### src/rtl/avg_unpool_if.sv
// ---------------------------------------------------------------------------
// avg_unpool_if
//   Handshake and data bundle for the average-unpool expansion stage.
//
//   Signals (direction seen from the slave / the expansion block):
//     start      in   begin an expansion (honoured only while idle)
//     input_fm   in   IN_W x IN_W signed source map, raster order
//     busy       out  expansion in progress
//     done       out  expansion finished, held until the next accepted start
//     out_valid  out  one-cycle strobe per written output pixel
//     out_addr   out  raster index of the pixel being written
//     out_data   out  value being written
//     output_fm  out  OUT_W x OUT_W signed result map, raster order
//
//   master: the producer/consumer that drives start and input_fm.
//   slave : avg_unpool_layer.
// ---------------------------------------------------------------------------
interface avg_unpool_if #(
    parameter int IN_W  = 3,
    parameter int OUT_W = 6,
    parameter int DW    = 32
);
    logic                                 start;
    logic signed [DW-1:0]                 input_fm  [0:IN_W*IN_W-1];
    logic                                 busy;
    logic                                 done;
    logic                                 out_valid;
    logic [$clog2(OUT_W*OUT_W)-1:0]       out_addr;
    logic signed [DW-1:0]                 out_data;
    logic signed [DW-1:0]                 output_fm [0:OUT_W*OUT_W-1];

    modport master (
        output start, input_fm,
        input  busy, done, out_valid, out_addr, out_data, output_fm
    );

    modport slave (
        input  start, input_fm,
        output busy, done, out_valid, out_addr, out_data, output_fm
    );
endinterface

### src/rtl/avg_unpool_layer.sv
// ---------------------------------------------------------------------------
// avg_unpool_layer
//   Inverse of the 2x2 stride-2 pooling stage. Latches an IN_W x IN_W signed
//   map on an accepted start, then writes the 2*IN_W x 2*IN_W expansion one
//   pixel per cycle in raster order. Every source value fills its 2x2 block.
//
//   Optional feature (compile-time macro AVG_UNPOOL_BACKPROP_EN):
//     defined   : each written value is source >>> 2 (average-pool gradient
//                 spread over its window, floor toward -inf)
//     undefined : each written value is the source value (pure replication)
//   Timing and write order are identical in both builds.
//
//   Ports:
//     clk   in   clock, rising edge
//     rst   in   asynchronous active-high reset
//     bus   avg_unpool_if.slave (start/input_fm in; busy, done, out_valid,
//           out_addr, out_data, output_fm out -- all registered)
// ---------------------------------------------------------------------------
module avg_unpool_layer #(
    parameter int IN_W  = 3,
    parameter int OUT_W = 6,
    parameter int DW    = 32
) (
    input  logic        clk,
    input  logic        rst,
    avg_unpool_if.slave bus
);
    localparam int N_IN  = IN_W * IN_W;
    localparam int N_OUT = OUT_W * OUT_W;
    localparam int CW    = $clog2(OUT_W);
    localparam int SW    = $clog2(N_IN);
    localparam int AW    = $clog2(N_OUT);

    typedef enum logic [1:0] {IDLE, EXPAND, FINISH} state_t;

    state_t               state_q, state_d;
    logic [CW-1:0]        row_q, col_q;
    logic signed [DW-1:0] buf_q [0:N_IN-1];
    logic signed [DW-1:0] fm_q  [0:N_OUT-1];
    logic                 busy_q, done_q, valid_q;
    logic [AW-1:0]        addr_q;
    logic signed [DW-1:0] data_q;

    // Decoded controls for the current cycle.
    logic                 accept;
    logic                 col_last;
    logic                 last_px;
    logic [SW-1:0]        src;
    logic [AW-1:0]        addr;
    logic signed [DW-1:0] pix;

    // ---------------- state register ----------------
    always_ff @(posedge clk or posedge rst) begin
        if (rst) state_q <= IDLE;
        else     state_q <= state_d;
    end

    // ---------------- next-state logic ----------------
    // NOTE: state_d gets a default before the case so no path leaves it unassigned (no latch).
    always_comb begin
        state_d = state_q;
        case (state_q)
            IDLE:    if (accept)  state_d = EXPAND;
            EXPAND:  if (last_px) state_d = FINISH;
            FINISH:               state_d = IDLE;
            default:              state_d = IDLE;
        endcase
    end

    // ---------------- output / datapath decode ----------------
    always_comb begin
        accept   = (state_q == IDLE) && bus.start;
        col_last = (col_q == CW'(OUT_W - 1));
        last_px  = col_last && (row_q == CW'(OUT_W - 1));
        // Each 2x2 output block maps back to one source pixel.
        src      = SW'(row_q >> 1) * SW'(IN_W) + SW'(col_q >> 1);
        addr     = AW'(row_q) * AW'(OUT_W) + AW'(col_q);
`ifdef AVG_UNPOOL_BACKPROP_EN
        pix      = buf_q[src] >>> 2;
`else
        pix      = buf_q[src];
`endif
    end

    // ---------------- registered outputs ----------------
    // NOTE: all state here uses non-blocking assignment so every register samples pre-edge values.
    always_ff @(posedge clk or posedge rst) begin
        if (rst) begin
            busy_q  <= 1'b0;
            done_q  <= 1'b0;
            valid_q <= 1'b0;
            addr_q  <= '0;
            data_q  <= '0;
            row_q   <= '0;
            col_q   <= '0;
            // NOTE: the source buffer and result map are visible state, so they are reset explicitly.
            for (int i = 0; i < N_IN; i++)  buf_q[i] <= '0;
            for (int i = 0; i < N_OUT; i++) fm_q[i]  <= '0;
        end else begin
            valid_q <= 1'b0;
            case (state_q)
                IDLE: begin
                    if (accept) begin
                        for (int i = 0; i < N_IN; i++) buf_q[i] <= bus.input_fm[i];
                        row_q  <= '0;
                        col_q  <= '0;
                        done_q <= 1'b0;
                        busy_q <= 1'b1;
                    end
                end
                EXPAND: begin
                    fm_q[addr] <= pix;
                    data_q     <= pix;
                    addr_q     <= addr;
                    valid_q    <= 1'b1;
                    if (col_last) begin
                        col_q <= '0;
                        row_q <= row_q + CW'(1);
                    end else begin
                        col_q <= col_q + CW'(1);
                    end
                end
                FINISH: begin
                    busy_q <= 1'b0;
                    done_q <= 1'b1;
                end
                default: ;
            endcase
        end
    end

    assign bus.busy      = busy_q;
    assign bus.done      = done_q;
    assign bus.out_valid = valid_q;
    assign bus.out_addr  = addr_q;
    assign bus.out_data  = data_q;
    assign bus.output_fm = fm_q;

endmodule

### src/flat_wrapper.sv
// flat-port wrapper written by rule: the top's interface ports become plain ports
module avg_unpool_layer_flat 
#(
    parameter int IN_W  = 3,
    parameter int OUT_W = 6,
    parameter int DW    = 32
)
  (clk, rst, bus_start, bus_input_fm, bus_busy, bus_done, bus_out_valid, bus_out_addr, bus_out_data, bus_output_fm);
  avg_unpool_if #(.IN_W(IN_W), .OUT_W(OUT_W), .DW(DW)) bus_i ();
  input  logic clk;
  input  logic rst;
  input wire logic [$bits(bus_i.start)-1:0] bus_start;
  input wire logic [$bits(bus_i.input_fm)-1:0] bus_input_fm;
  output wire logic [$bits(bus_i.busy)-1:0] bus_busy;
  output wire logic [$bits(bus_i.done)-1:0] bus_done;
  output wire logic [$bits(bus_i.out_valid)-1:0] bus_out_valid;
  output wire logic [$bits(bus_i.out_addr)-1:0] bus_out_addr;
  output wire logic [$bits(bus_i.out_data)-1:0] bus_out_data;
  output wire logic [$bits(bus_i.output_fm)-1:0] bus_output_fm;
  assign bus_i.start = bus_start;
  assign bus_i.input_fm = {>>{bus_input_fm}};
  assign bus_busy = bus_i.busy;
  assign bus_done = bus_i.done;
  assign bus_out_valid = bus_i.out_valid;
  assign bus_out_addr = bus_i.out_addr;
  assign bus_out_data = bus_i.out_data;
  assign bus_output_fm = {>>{bus_i.output_fm}};
  avg_unpool_layer #(.IN_W(IN_W), .OUT_W(OUT_W), .DW(DW)) u_core (.clk(clk), .rst(rst), .bus(bus_i));
endmodule
### config.mk
export PLATFORM = sky130hd
export DESIGN_NAME = avg_unpool_layer_flat
export DESIGN_NICKNAME = d
export VERILOG_FILES = /design/src/rtl/avg_unpool_if.sv /design/src/rtl/avg_unpool_layer.sv /design/src/flat_wrapper.sv
export SDC_FILE = /design/constraint.sdc
export NUM_CORES = 2
export LEC_CHECK = 0
export CORE_AREA = 2 2 580 582
export CTS_BUF_LIST = sky130_fd_sc_hd__clkbuf_2 sky130_fd_sc_hd__clkbuf_4 sky130_fd_sc_hd__clkbuf_8
export DETAILED_ROUTE_END_ITERATION = 8
export DIE_AREA = 0 0 582 584
export PLACE_DENSITY = 0.43
export SLEW_MARGIN = 40
export SYNTH_ARGS = -nofsm -noshare
export SYNTH_HDL_FRONTEND = slang
export SYNTH_SLANG_ARGS = --single-unit
### constraint.sdc
create_clock -name clk -period 96.9 [get_ports clk]
set_input_delay 19.38 -clock clk [delete_from_list [all_inputs] [get_ports clk]]
set_output_delay 19.38 -clock clk [all_outputs]
set_load 0.05 [all_outputs]
==> results_dict.tcl <==
set metrics [dict create \
    synth_cell_types 49 \
    post-route-period-util 0.240 \
    cts.clk_slew.worst_paths_ps 60 \
    hold_viol 0 \
    syn-instance-count 4631 \
    floorplan.initialDensity 0.171 \
    wl_per_cell_um 26.7 \
    synthesis.area_um2 57000 \
    synth.top_cell.area_share 0.653 \
    final_nets 6445 \
    startpoint_type "input pin" \
    boundaryPins 1484 \
    place.gp.congestion 0.773 \
    coreArea_um2 333000 \
    status "completed" \
    synth_warnings 0 \
    nFillCells 35043 \
    grt_max_degree 147 \
    tns_ps 0 \
    die_w_um 582 \
    vias_per_cell 3.97 \
    drc 0 \
    ys_seq_area_frac 0.653 \
    max_freq_ghz 0.0430 \
    worstSetupPathType "input pin to asynchronous set/reset pin" \
    period_minus_slack_ps 23280 \
    clk_latency_ps 1020 \
    final.setup_skew_ps 95.2 \
    hold-worst-slack_ps 476 \
    drv_slew 0 \
    drt-pass1-iter-count 5 \
    num_rows 212 \
    drv_cap 0 \
    final_util 0.252 \
    ctsResizeCount 0 \
    synth_common_cells "dfrtp_1 (1489), nor2_1 (741), a21oi_1 (709), mux2_2 (575), clkbuf_1 (329)" \
    cts_max_path_buffers 4 \
    synth_top_area_cell "dfrtp_1" \
    ant_nets 0 \
    finalSetupViolCount 0 \
    vias 42753 \
    hold_class "flop to flop" \
    holdBufCountCts 0 \
    cts_setup_buffers 0 \
    synthFlopType "dfrtp_1" \
    finalWirelength_um 287000 \
    dp_hpwl_um 206000 \
    overflow 0 \
    grt_pass1_vias 43682 \
    grt_setup_unrepaired "false" \
    cts.sinks 1489 \
    setup.worst_path.end_class "asynchronous set/reset pin" \
    mappedNetlistNets 4935 \
    cts_root_buffer "clkbuf_8" \
    fin_cells 10756 \
    maxSlewHeadroom 0.417 \
    syn_area_per_cell_um2 12.3 \
    cp.required_ps 97930 \
    tightest_slew_ps 874 \
    area_delta_synth_final_pct 46.8 \
    dieArea_um2 340000 \
    grt.total_usage 0.163 \
    drive_above_1_share 0.212 \
    crit_fanout 106 \
    port_buffers 1483 \
    grt_pass1_wl_um 382000 \
    cp_data_arrival_time_ps 24310 \
    async_flop_share 1.00 \
    die_y_um 584 \
    numCtsBuffers 287 \
    cts_tree "built" \
    worstRegToRegCells 12 \
    yosysMostFrequentCell "dfrtp_1" \
    first_iter_violations 2103 \
    antenna_found_initial 106 \
    synth_edf_count 0 \
    min_path_cells 2 \
    ys_ff_latch 1489 \
    yosys-top-cells-area "dfrtp_1 (65%), mux2_2 (11%), a21oi_1 (6.2%), nor2_1 (4.9%), mux2_1 (2.5%)" \
    h-tree-depth 5 \
    dp_cells 10236 \
]
==> logic make-up after synthesis <==
kind of cell / share of synthesized area
xor gates and xnor gates: 0.000592
AOI/OAI and AO/OA: 0.0846
muxes: 0.152
and+or+nand+nor: 0.0767
DFF: 0.653
buffers and inverters: 0.0296
adders and majority gates: 0.00338
==> placed cells by master (no fill, tap or decap), types with 25 or more instances in the layout <==
| master | n |
|---|---|
| o21ai_0 | 120 |
| mux2_2 | 575 |
| dfrtp_1 | 1489 |
| mux2_1 | 129 |
| o22ai_1 | 32 |
| a21oi_1 | 709 |
| mux4_2 | 32 |
| buf_4 | 91 |
| clkdlybuf4s50_1 | 1481 |
| diode_2 | 25 |
| clkbuf_8 | 346 |
| clkbuf_4 | 89 |
| or3_1 | 34 |
| nand2_1 | 203 |
| nor2_1 | 739 |
==> final cells by class <==
| cell class | count | area, um^2 | share of cell area |
|---|---|---|---|
| antenna | 25 | 62.6 | 0.000747 |
| timing repair buffer | 1623 | 16300 | 0.195 |
| clock inverter | 57 | 639 | 0.00764 |
| sequential | 1489 | 37300 | 0.445 |
| multi-input combinational | 2730 | 18500 | 0.221 |
| clock buffer | 435 | 5430 | 0.0649 |
| inverter | 10 | 50.0 | 0.000598 |
| tap | 4387 | 5490 | 0.0656 |
==> metrics by stage <==
stage	cell area, um^2	setup slack, ps
floorplan	57000	35520
global placement	76900	71440
detailed placement	77500	71860
CTS	83600	73020
global route	83700	73030
finish	83700	73620
==> critical path, stage by stage <==
cell and delay [ps]:
clkdlybuf4s50_1 520, clkinv_8 440, buf_6 580, buf_6 540, buf_4 650, buf_4 380
buf_12 280, buf_6 570, buf_4 690
==> final timing paths <==
| path | start | to | slack [ps] |
|---|---|---|---|
| worst max-delay path | rst | u_core.bus.output_fm[421] | 73620 |
| min in group asynchronous | rst | u_core.bus.output_fm[297] | 18900 |
| worst min-delay path | u_core.bus.output_fm[369] | u_core.bus.output_fm[369] | 480 |
| worst min register to register | u_core.bus.output_fm[369] | u_core.bus.output_fm[369] | 480 |
| worst max register to register | u_core.row_q[2] | u_core.bus.output_fm[202] | 91250 |
| max in group clk | u_core.bus.out_addr[3] | bus_out_addr[3] | 75140 |
==> sequential cells by signal, indices dropped and copies added (netlist names) <==
register,cells
u_core.state_q,2
u_core.col_q,3
u_core.bus.out_addr,6
u_core.bus.out_valid,1
u_core.bus.out_data,32
u_core.bus.output_fm,1152
u_core.bus.done,1
u_core.row_q,3
u_core.buf_q,288
u_core.bus.busy,1
==> per-layer routing <==
metal	GRT usage	vias up	wire length (um)
met2	0.288	1777	144000
met5	0	-	496
met3	0.0529	454	24300
met1	0.186	21591	110000
met4	0.0483	80	8360
li1	-	18851	-
Power is not shown: default switching activity piles up to over one toggle a cycle in this logic, so the estimate is an artifact.
